### src/rtl/checkpoint_scheduler.sv
// checkpoint_scheduler: round-robin arbiter sharing one checkpoint datapath among NUM_REQ requesters
//   clk, reset_n (async active-low)
//   req_valid/req_task_id : one-cycle request pulses with per-requester task IDs
//   req_done/req_timeout  : one-hot completion pulse back to the granted requester, abort status
//   req_overflow          : sticky per-requester dropped-request flags
//   comparator_checkpoint/comparator_task_id/checkpoint_ack : checkpoint block handshake
//   busy, err_timeout     : FSM not idle, sticky timeout seen
//   Optional macro CHECKPOINT_SCHED_TIMEOUT_EN adds the WAIT timeout counter.
`ifndef CRC_KEY_WIDTH
`define CRC_KEY_WIDTH 8
`endif
module checkpoint_scheduler #(
  parameter int NUM_REQ = 4,
  parameter int KEY_W = `CRC_KEY_WIDTH,
  parameter int TIMEOUT = 255
) (
  input  logic                     clk,
  input  logic                     reset_n,
  input  logic [NUM_REQ-1:0]       req_valid,
  input  logic [NUM_REQ*KEY_W-1:0] req_task_id,
  output logic [NUM_REQ-1:0]       req_done,
  output logic                     req_timeout,
  output logic [NUM_REQ-1:0]       req_overflow,
  output logic                     comparator_checkpoint,
  output logic [KEY_W-1:0]         comparator_task_id,
  input  logic                     checkpoint_ack,
  output logic                     busy,
  output logic                     err_timeout
);
  localparam int IW = $clog2(NUM_REQ);
  typedef enum logic [1:0] {IDLE, ISSUE, WAIT, DONE} state_t;
  state_t state, state_nx;
  logic [NUM_REQ-1:0] pending, clr;
  logic [KEY_W-1:0] ids [NUM_REQ];
  logic [IW-1:0] last_grant, grant, sel, j;
  logic found, expire;
  // first pending requester after last_grant, wrapping modulo NUM_REQ
  always_comb begin
    found = 1'b0;
    sel = last_grant;
    j = last_grant;
    for (int k = 1; k <= NUM_REQ; k++) begin
      j = IW'((int'(last_grant) + k) % NUM_REQ);
      if (!found && pending[j]) begin
        found = 1'b1;
        sel = j;
      end
    end
  end
  always_comb clr = (state == DONE) ? NUM_REQ'(1) << grant : '0;
  // a request arriving while its own slot is being cleared is kept (set wins)
  always_ff @(posedge clk or negedge reset_n)
    if (!reset_n) begin
      pending <= '0;
      req_overflow <= '0;
      for (int i = 0; i < NUM_REQ; i++) ids[i] <= '0;
    end else
      for (int i = 0; i < NUM_REQ; i++) begin
        if (req_valid[i] && (!pending[i] || clr[i])) begin
          pending[i] <= 1'b1;
          ids[i] <= req_task_id[i*KEY_W +: KEY_W];
        end else if (clr[i]) pending[i] <= 1'b0;
        if (req_valid[i] && pending[i] && !clr[i]) req_overflow[i] <= 1'b1;
      end
  always_ff @(posedge clk or negedge reset_n)
    if (!reset_n) begin
      state <= IDLE;
      grant <= '0;
      last_grant <= IW'(NUM_REQ - 1);
      comparator_task_id <= '0;
    end else begin
      state <= state_nx;
      if (state == IDLE && found) begin
        grant <= sel;
        last_grant <= sel;
        comparator_task_id <= ids[sel];
      end
    end
  always_comb begin
    state_nx = state;
    case (state)
      IDLE:    state_nx = found ? ISSUE : IDLE;
      ISSUE:   state_nx = WAIT;
      WAIT:    state_nx = (checkpoint_ack || expire) ? DONE : WAIT;
      default: state_nx = IDLE;
    endcase
  end
  assign comparator_checkpoint = state == ISSUE;
  assign busy = state != IDLE;
  assign req_done = clr;
`ifdef CHECKPOINT_SCHED_TIMEOUT_EN
  localparam int CW = $clog2(TIMEOUT + 1);
  logic [CW-1:0] cnt;
  logic status;
  assign expire = state == WAIT && cnt == CW'(TIMEOUT - 1);
  // an ack on the expiring cycle wins, so status only records a true abort
  always_ff @(posedge clk or negedge reset_n)
    if (!reset_n) begin
      cnt <= '0;
      status <= 1'b0;
      err_timeout <= 1'b0;
    end else begin
      cnt <= (state == WAIT) ? cnt + CW'(1) : '0;
      if (state == WAIT) status <= !checkpoint_ack && expire;
      if (state == WAIT && !checkpoint_ack && expire) err_timeout <= 1'b1;
    end
  assign req_timeout = state == DONE && status;
`else
  assign expire = 1'b0;
  assign req_timeout = 1'b0;
  assign err_timeout = 1'b0;
`endif
endmodule

### config.mk
export PLATFORM = sky130hd
export DESIGN_NAME = checkpoint_scheduler
export DESIGN_NICKNAME = d
export VERILOG_FILES = /design/src/rtl/checkpoint_scheduler.sv
export SDC_FILE = /design/constraint.sdc
export NUM_CORES = 1
export LEC_CHECK = 0
export ABC_AREA = 1
export CAP_MARGIN = 20
export CORE_MARGIN = 5
export CORE_UTILIZATION = 46
export CTS_CLUSTER_SIZE = 24
export DETAILED_ROUTE_END_ITERATION = 8
export GPL_ROUTABILITY_DRIVEN = 0
export PLACE_DENSITY_LB_ADDON = 0.25
export SYNTH_ARGS = -nofsm -noshare
export SYNTH_HDL_FRONTEND = slang
export SYNTH_SLANG_ARGS = --single-unit
### constraint.sdc
create_clock -name clk -period 1.55 [get_ports clk]
set_input_delay 0.31 -clock clk [delete_from_list [all_inputs] [get_ports clk]]
set_output_delay 0.31 -clock clk [all_outputs]
set_load 0.005 [all_outputs]
==> results.cfg, run 1 <==
[timing]
finalHoldWorstSlack_ns = 0.468
slew_violations = 0
finalWorstSetupSlack_ns = -0.320
hold_viol = 0
fin_skew_ns = 0.00597
tns_ns = -6.14
min_period_ns = 1.87
rsz0062_at_grt = yes
post-route-period-util_pct = 121
finalSetupViolCount = 42
fmax_mhz = 535

[critical_path]
path_common_cell = nand2_4
cp_slowest_stage_delay_ns = 0.61
crit_required_ns = 1.76
critPathArrivalTime_ns = 2.08
crit_path_max_fanout = 9
cp_slowest_cell = dfstp_2
critPathKind = reg2reg
endpoint_kind = flip-flop
cp-start-kind = flip-flop
critPathBufInv = 1
cp_top_family = simple AND/OR/NAND/NOR gates
crit_chain = buf_6, nand2_2, nand2_4, nand2_4, nand2_4, nand2_4, nand2_4, nand2_8, nand2_4, nand2_1, nand2_1, nand2_1, nand3_2, nand2_1

[route]
drt-total-wl_mm = 7.76
wire_per_inst_um = 15.4
drt_iter0_markers = 123
vias_per_cell = 5.03
antenna_left = 0
num_vias = 2537
drcViolationCount = 0
first_pass_iters = 4

[yosys]
synthesis.area_mm2 = 0.00291
synth-seq-cells = 54
synthDistinctLibCells = 30
synth_edf_count = 0
syn_inst = 317
async_flop_share_pct = 100
synth_seq_area_share_pct = 46.5
synth_ff_type = dfrtp_1
syn_area_per_cell_um2 = 9.18
yosysWarnings = 0

[final_layout]
mostFrequentLayoutCells = 52 x dfrtp_1, 51 x nand2_1, 47 x clkdlybuf4s50_1
fillerInstances = 458
drive_gt1_share_pct = 44.7
num_antenna_cells = 0
area_growth_pct = 56.2
finalNetCount = 470
mostFrequentLayoutCell = dfrtp_1

[place]
portBuffers = 56
dp.final_hpwl_mm = 5.22

[hold_path]
hold_class = in2async

[clock_tree]
clockBufferDepth = 2
htreeDepth = 2
cts_tree = yes
clk_pin_slew_ns = 0.10
clkSinkCount = 54
cts_buffers = 5
clock_latency_ns = 0.31
clock-root-buffer = clkbuf_8

[floorplan]
die_h_um = 89.5
dieArea_mm2 = 0.00802
ioPinCount = 59
num_rows = 29
start_util_pct = 46.6
core_mm2 = 0.00624
die_x_um = 89.5

[global_routing]
grt_pass1_vias = 2571
antenna_found_initial = 0
grt_max_degree = 37
gr-usage-all-layers_pct = 19.5
overflow = 0
grt_pass1_wl_mm = 12.0

[status]
status = complete, but fails checks
violations = setup timing

[power]
seq_power_share_pct = 25.0
p_leak_uw = 0.00223
p_sw_share_pct = 44.9
pwr-share-clk_pct = 8.0
p_comb_share_pct = 66.9
peakVddDrop_mv = 1.31
p_switching_uw = 4420
powerDensity_mw_per_mm2 = 2170
p_int_uw = 5430

[job]
maxCapViolations = 0
state kept, by name, summed over array words and instances (netlist names):
register and flops:
last_grant 2, state 2, grant 2, req_overflow 4, pending 4, ids 32
comparator_task_id 8
power groups by stage:
stage               Combinational, uW  Clock (uW)  Sequential [uW]
finish                           6590         793             2470
global route                     7160         851             2530
CTS                              6060         804             2440
detailed placement               5130           0             2430
global placement                 5000           0             2410
floorplan                        3570           0             2320
layout make-up:
cell class / instances / area, um2 / area share (%)
clock inverters: 3 / 21.3 / 0.468
well taps: 77 / 96.3 / 2.12
inverters: 38 / 175 / 3.85
flip-flops and latches: 54 / 1350 / 29.8
clock buffers: 5 / 68.8 / 1.51
repair buffers: 109 / 1090 / 24.1
multi-input cells: 218 / 1740 / 38.2
layer usage:
| metal | global-route usage [%] | vias to the layer above | share of wire [%] |
|---|---|---|---|
| li1 | - | 1231 | - |
| met1 | 24.4 | 1236 | 40 |
| met2 | 34.1 | 54 | 54 |
| met3 | 3.13 | 16 | 4.0 |
| met4 | 6.36 | 0 | 2.0 |
| met5 | 0 | - | 0 |
logic make-up (layout without fill, tap and decap cells):
kind of cell	count (synthesis)	after routing	synth area share, %
AOI/OAI and AO/OA	28	28	5.20
adders and majority gates	5	5	2.15
buffers and inverters	47	155	8.12
DFF	54	54	46.5
muxes	16	16	6.19
other	1	2	0.129
and+or+nand+nor	166	167	31.7
synthesized netlist by cell type, types with 2 or more instances:
| library cell | count | area [um2] |
|---|---|---|
| dfrtp_1 | 52 | 1300 |
| dfstp_2 | 2 | 52.6 |
| buf_4 | 3 | 22.5 |
| nand2_1 | 64 | 240 |
| nand3_2 | 13 | 130 |
| ha_1 | 5 | 62.6 |
| nand2_4 | 14 | 158 |
| nor2_1 | 19 | 71.3 |
| mux2_2 | 16 | 180 |
| or2_2 | 2 | 12.5 |
| buf_6 | 2 | 22.5 |
| o21bai_1 | 4 | 30.0 |
| o21ai_1 | 2 | 10.0 |
| inv_1 | 33 | 124 |
| nor3_1 | 4 | 20.0 |
| nand2_2 | 11 | 68.8 |
| inv_2 | 3 | 11.3 |
| a21oi_1 | 19 | 95.1 |
| nand3_1 | 36 | 180 |
| o21ai_0 | 2 | 10.0 |
| inv_4 | 2 | 12.5 |
per-stage QoR:
step	worst slack (ns)	util [%]	instances	cell area [um2]	total power, uW
final	-0.320	72.9	504	4550	9850
after global placement	-0.259	62.0	480	3870	7410
after detailed placement	-0.283	62.0	480	3870	7560
after CTS	-0.262	69.6	497	4350	9300
after floorplan	-0.141	-	318	2970	5890
after global routing	-0.385	72.9	504	4550	10500
path summary, 6_finish.rpt:
check,start,slack (ns),endpoint,depth (start not counted)
max,last_grant[0],-0.32,comparator_task_id[2],14
min,reset_n,0.47,ids[13],2
max reg2reg,last_grant[0],-0.32,comparator_task_id[2],14
min reg2reg,req_overflow[1],0.49,req_overflow[1],1
max in group asynchronous,reset_n,0.55,state[0],3
min in group clk,req_overflow[1],0.49,req_overflow[1],1
timing repair:
action / in CTS / in global routing
cloned: 1 / 2
endpoints found under the setup margin: 52 / 50
hold buffers: 1 / 0
pin swaps: 13 / 10
resized for setup: 105 / 38
buffers inserted: 8 / 7
hold endpoints to repair: 16 / 0
Note: power is estimated with default switching activity, not from simulation.
==> inputs of run 2 (changes only) <==
--- a/config.mk
+++ b/config.mk
@@ -8,7 +8,7 @@
 export ABC_AREA = 1
 export CAP_MARGIN = 20
 export CORE_MARGIN = 5
-export CORE_UTILIZATION = 46
+export CORE_UTILIZATION = 51
 export CTS_CLUSTER_SIZE = 24
 export DETAILED_ROUTE_END_ITERATION = 8
 export GPL_ROUTABILITY_DRIVEN = 0
==> constraint.sdc (replaced) <==
create_clock -name clk -period 1.93 [get_ports clk]
set_input_delay 0.386 -clock clk [delete_from_list [all_inputs] [get_ports clk]]
set_output_delay 0.386 -clock clk [all_outputs]
set_load 0.005 [all_outputs]
==> results.cfg, run 2 (synthesized netlist as in run 1, its figures left out) <==
[critical_path]
path_common_cell = nand2_4
endpoint_kind = flip-flop
critPathArrivalTime_ns = 2.06
cp_top_family = simple AND/OR/NAND/NOR gates
cp-start-kind = flip-flop
crit_chain = buf_6, nand2_2, nand2_4, nand2_2, nand2_4, nand2_4, nand2_4, nand2_8, buf_12, nand3_2, nand3_1, nand3_1, nand2_1
crit_path_max_fanout = 8
critPathKind = reg2reg
critPathBufInv = 2
cp_slowest_cell = dfstp_2
reg2reg_setup_slack_ns = 0.07
crit_required_ns = 2.13
cp_slowest_stage_delay_ns = 0.61

[global_routing]
grt_pass1_vias = 2337
gr-usage-all-layers_pct = 18.1
antenna_found_initial = 0
grt_max_degree = 55
overflow = 0
grt_pass1_wl_mm = 10.8

[final_layout]
drive_gt1_share_pct = 27.6
top_register = ids
reg.largest.list = ids (32), comparator_task_id (8)
area_growth_pct = 32.2
mostFrequentLayoutCell = nand2_1
mostFrequentLayoutCells = 56 x nand2_1, 52 x dfrtp_1, 49 x clkdlybuf4s50_1
finalInstanceArea_mm2 = 0.00385
finalNetCount = 434
largest_reg_flops = 32
num_antenna_cells = 0
fillerInstances = 453

[floorplan]
start_util_pct = 52.5
ioPinCount = 59
num_rows = 27
core_mm2 = 0.00554
die_h_um = 85.5
dieArea_mm2 = 0.00732
die_x_um = 85.5

[power]
pwr-share-clk_pct = 9.7
peakVddDrop_mv = 0.976
p_switching_uw = 2970
p_leak_uw = 0.00190
powerDensity_mw_per_mm2 = 1740
seq_power_share_pct = 29.0
p_int_uw = 3730
p_sw_share_pct = 44.3
total_power_uw = 6700
p_comb_share_pct = 61.3

[timing]
rsz0062_at_grt = yes
tns_ns = 0
finalSetupViolCount = 0
hold_viol = 0
finalWorstSetupSlack_ns = 0.0672
fin_skew_ns = 0.00690
fmax_mhz = 537
slew_violations = 0
post-route-period-util_pct = 96.5
min_period_ns = 1.86

[place]
portBuffers = 56
place_area_mm2 = 0.00358
pre_cts_slack_ns = -0.0250
dp.final_hpwl_mm = 4.79

[clock_tree]
clockBufferDepth = 2
htreeDepth = 2
cts_buffers = 5
clock-root-buffer = clkbuf_8
cts_tree = yes
clk_pin_slew_ns = 0.09
clkSinkCount = 54
clock_latency_ns = 0.30
ctsHoldBuffers = 0

[route]
first_pass_iters = 4
drcViolationCount = 0
vias_per_cell = 5.06
num_vias = 2342
drt-total-wl_mm = 6.37
wire_per_inst_um = 13.8
antenna_left = 0
drt_iter0_markers = 107

[status]
status = finished, final reports clean

[job]
maxCapViolations = 0

[hold_path]
hold_class = in2async
-- run 2: cell types whose count changed in the layout (fill, tap and decap cells not counted), moves of 5 or more --
| cell | previous run | this run |
|---|---|---|
| nor2_1 | 5 | 19 |
| a21oi_1 | 10 | 19 |
| nand2_4 | 19 | 14 |
| mux2_2 | 0 | 16 |
| mux2_4 | 16 | 0 |
| a21oi_2 | 8 | 0 |
| nor2_2 | 5 | 0 |
| buf_4 | 32 | 12 |
| nand2_1 | 51 | 56 |
| nor2_4 | 10 | 1 |
| nand3_2 | 21 | 14 |
| nand3_1 | 28 | 35 |
| buf_6 | 11 | 2 |
-- run 2: area by class of cell --
class	instances	area, um2	share of cell area (%)
repair buffers	74	744	19.4
inverters	38	158	4.10
clock buffers	7	86.3	2.24
clock inverters	1	5.00	0.130
multi-input cells	217	1410	36.6
flip-flops and latches	54	1350	35.2
well taps	72	90.1	2.34
-- run 2: worst paths after layout --
kind                                 startpoint                    end  cells after the start
worst max-delay path              last_grant[0]  comparator_task_id[3]                     13
worst min-delay path                    reset_n                 ids[2]                      2
worst max register to register    last_grant[0]  comparator_task_id[3]                     13
worst min register to register  req_overflow[3]        req_overflow[3]                      1
max in group asynchronous               reset_n          last_grant[1]                      2
min in group clk                req_overflow[3]        req_overflow[3]                      1
-- run 2: per-stage QoR --
stage | std cells | hold WS, ns | util (%)
final | 463 | 0.0657 | 69.4
after global routing | 463 | 0.0863 | 69.4
after CTS | 460 | 0.0711 | 67.6
after detailed placement | 447 | 0.402 | 64.7
after global placement | 447 | 0.398 | 64.7
after floorplan | 318 | 0.0904 | -
-- run 2: layer usage --
| metal | vias up | GRT usage [%] | share of wire [%] |
|---|---|---|---|
| met3 | 9 | 3.36 | 4.0 |
| met5 | - | 0 | 0 |
| met1 | 1127 | 24.1 | 44 |
| met4 | 0 | 4.46 | 1.5 |
| met2 | 49 | 30.5 | 50 |
| li1 | 1157 | - | - |
-- run 2: repair_timing --
item / in CTS / in global routing
endpoints found under the setup margin: 13 / 20
gates resized for setup: 15 / 19
pin swaps: 3 / 2
setup buffers: 5 / 3
-- run 2: power by group through the flow --
stage	Sequential [uW]	Clock, uW	Combinational [uW]
final	1940	648	4110
after floorplan	1860	0	2750
after detailed placement	1950	0	3660
after CTS	1930	655	3790
after global placement	1950	0	3560
after global routing	1990	697	4590
==> inputs of run 3 (changes only) <==
--- a/config.mk
+++ b/config.mk
@@ -7,6 +7,7 @@
 export LEC_CHECK = 0
 export ABC_AREA = 1
 export CAP_MARGIN = 20
+export CORE_ASPECT_RATIO = 0.9
 export CORE_MARGIN = 5
 export CORE_UTILIZATION = 51
 export CTS_CLUSTER_SIZE = 24
==> constraint.sdc (replaced) <==
create_clock -name clk -period 2.1 [get_ports clk]
set_input_delay 0.42 -clock clk [delete_from_list [all_inputs] [get_ports clk]]
set_output_delay 0.42 -clock clk [all_outputs]
set_load 0.005 [all_outputs]
==> results.cfg, run 3 (synthesized netlist as in run 1, its figures left out) <==
[route]
first_pass_iters = 4
antenna_left = 0
vias_per_cell = 5.09
wire_per_inst_um = 13.7
drt-total-wl_mm = 6.16
drt_iter0_markers = 126
num_vias = 2292
drcViolationCount = 0

[floorplan]
die_h_um = 81.7
num_rows = 26
dieArea_mm2 = 0.00732
start_util_pct = 52.0
ioPinCount = 59
core_mm2 = 0.00560
die_x_um = 89.6

[global_routing]
use_met3_pct = 4.01
grt_pass1_vias = 2183
gr-usage-met2_pct = 30.8
gr-usage-all-layers_pct = 18.4
grt_pass1_wl_mm = 10.3
overflow = 0
antenna_found_initial = 0
grt-busiest-layer = met2
grt_max_degree = 55
met1_usage_pct = 24.1

[final_layout]
largest_reg_flops = 32
mostFrequentLayoutCell = nand2_1
reg.largest.list = ids (32), comparator_task_id (8)
finalInstanceArea_mm2 = 0.00366
area_growth_pct = 25.8
fin_util_pct = 65.4
top_register = ids
finalNetCount = 423
num_antenna_cells = 0
mostFrequentLayoutCells = 64 x nand2_1, 52 x dfrtp_1, 51 x clkdlybuf4s50_1
drive_gt1_share_pct = 23.4

[timing]
fin_skew_ns = 0.00784
tns_ns = 0
worst-slew-pin-transition_ns = 0.525
rsz0062_at_grt = no
finalHoldWorstSlack_ns = 0.0723
post-route-period-util_pct = 95.1
fmax_mhz = 501
slew_violations = 0
finalSetupViolCount = 0
hold_viol = 0
min_period_ns = 2.00
slew_headroom_pct = 64.9

[place]
dp.final_hpwl_mm = 4.74
place_area_mm2 = 0.00351
portBuffers = 56

[critical_path]
endpoint_kind = output port
cp_slowest_cell = clkdlybuf4s50_1
crit_path_max_fanout = 3
cp-start-kind = flip-flop
critPathKind = reg2out
crit_required_ns = 1.68
crit_chain = buf_4, inv_2, ha_4, inv_1, clkdlybuf4s50_1
critPathArrivalTime_ns = 1.58
cp_slowest_stage_delay_ns = 0.49

[status]
status = finished, final reports clean

[clock_tree]
clkSinkCount = 54
ctsHoldBuffers = 0
clk_pin_slew_ns = 0.10
htreeDepth = 2
clockBufferDepth = 2
clock_latency_ns = 0.32
clock-root-buffer = clkbuf_8
cts_tree = yes
cts_buffers = 5

[power]
peakVddDrop_mv = 0.735
powerDensity_mw_per_mm2 = 1550
p_leak_uw = 0.00181
total_power_uw = 5660

[job]
maxCapViolations = 0

[hold_path]
hold_class = in2async
-- run 3: cell count changes in the layout (fill, tap and decap cells not counted), moves of 3 or more --
| cell | previous run | this run |
|---|---|---|
| inv_2 | 2 | 5 |
| nand2_1 | 56 | 64 |
| nand2_2 | 17 | 11 |
| buf_4 | 12 | 6 |
| buf_12 | 4 | 1 |
-- run 3: worst paths after layout --
kind                                 start               endpoint  slack, ns  cells past startpoint
setup / recovery                  state[0]                   busy       0.10                      5
hold / removal                     reset_n                ids[10]       0.07                      2
setup reg to reg             last_grant[1]  comparator_task_id[2]       0.15                     13
hold reg to reg            req_overflow[2]        req_overflow[2]       0.48                      1
max in group asynchronous          reset_n          last_grant[1]       1.73                      2
min in group clk           req_overflow[2]        req_overflow[2]       0.48                      1
-- run 3: report_power, final --
group	internal (uW)	switching [uW]	total [uW]	leakage (uW)
Combinational	1300	1960	3260	0.00116
Sequential	1510	263	1770	0.000597
Clock	272	363	635	0.0000478
Total	3080	2580	5660	0.00181
-- run 3: what timing repair did --
item                                    in CTS  in global routing
pin swaps                                    2                  1
endpoints found under the setup margin       4                  2
setup buffers                                3                  0
resized for setup                            9                  3
-- run 3: final cells by class --
type                       count  area (um2)
clock buffer                   6        82.6
timing repair buffer          63         616
multi-input combinational    217        1360
fill                         481        1940
inverter                      38         148
clock inverter                 2        16.3
sequential                    54        1350
tap                           70        87.6
-- run 3: worst max-delay path: cells and delay by family (launching register included) --
family | cells | cell delay (ns)
buffers and inverters | 4 | 0.71
DFF | 1 | 0.39
adders and majority gates | 1 | 0.16
-- run 3: per-stage QoR --
| step | setup WS (ns) | cells |
|---|---|---|
| floorplan | 0.377 | 318 |
| global route | 0.000208 | 450 |
| CTS | 0.0265 | 450 |
| finish | 0.103 | 450 |
| detailed placement | 0.167 | 439 |
| global placement | 0.197 | 439 |
-- run 3: layer usage --
metal  up-vias  wire, um  share of wire, %
li1       1135         -                 -
met1      1101      2520                41
met2        46      3220                52
met3        10       321               5.2
met4         0       103               1.7
met5         -         0                 0
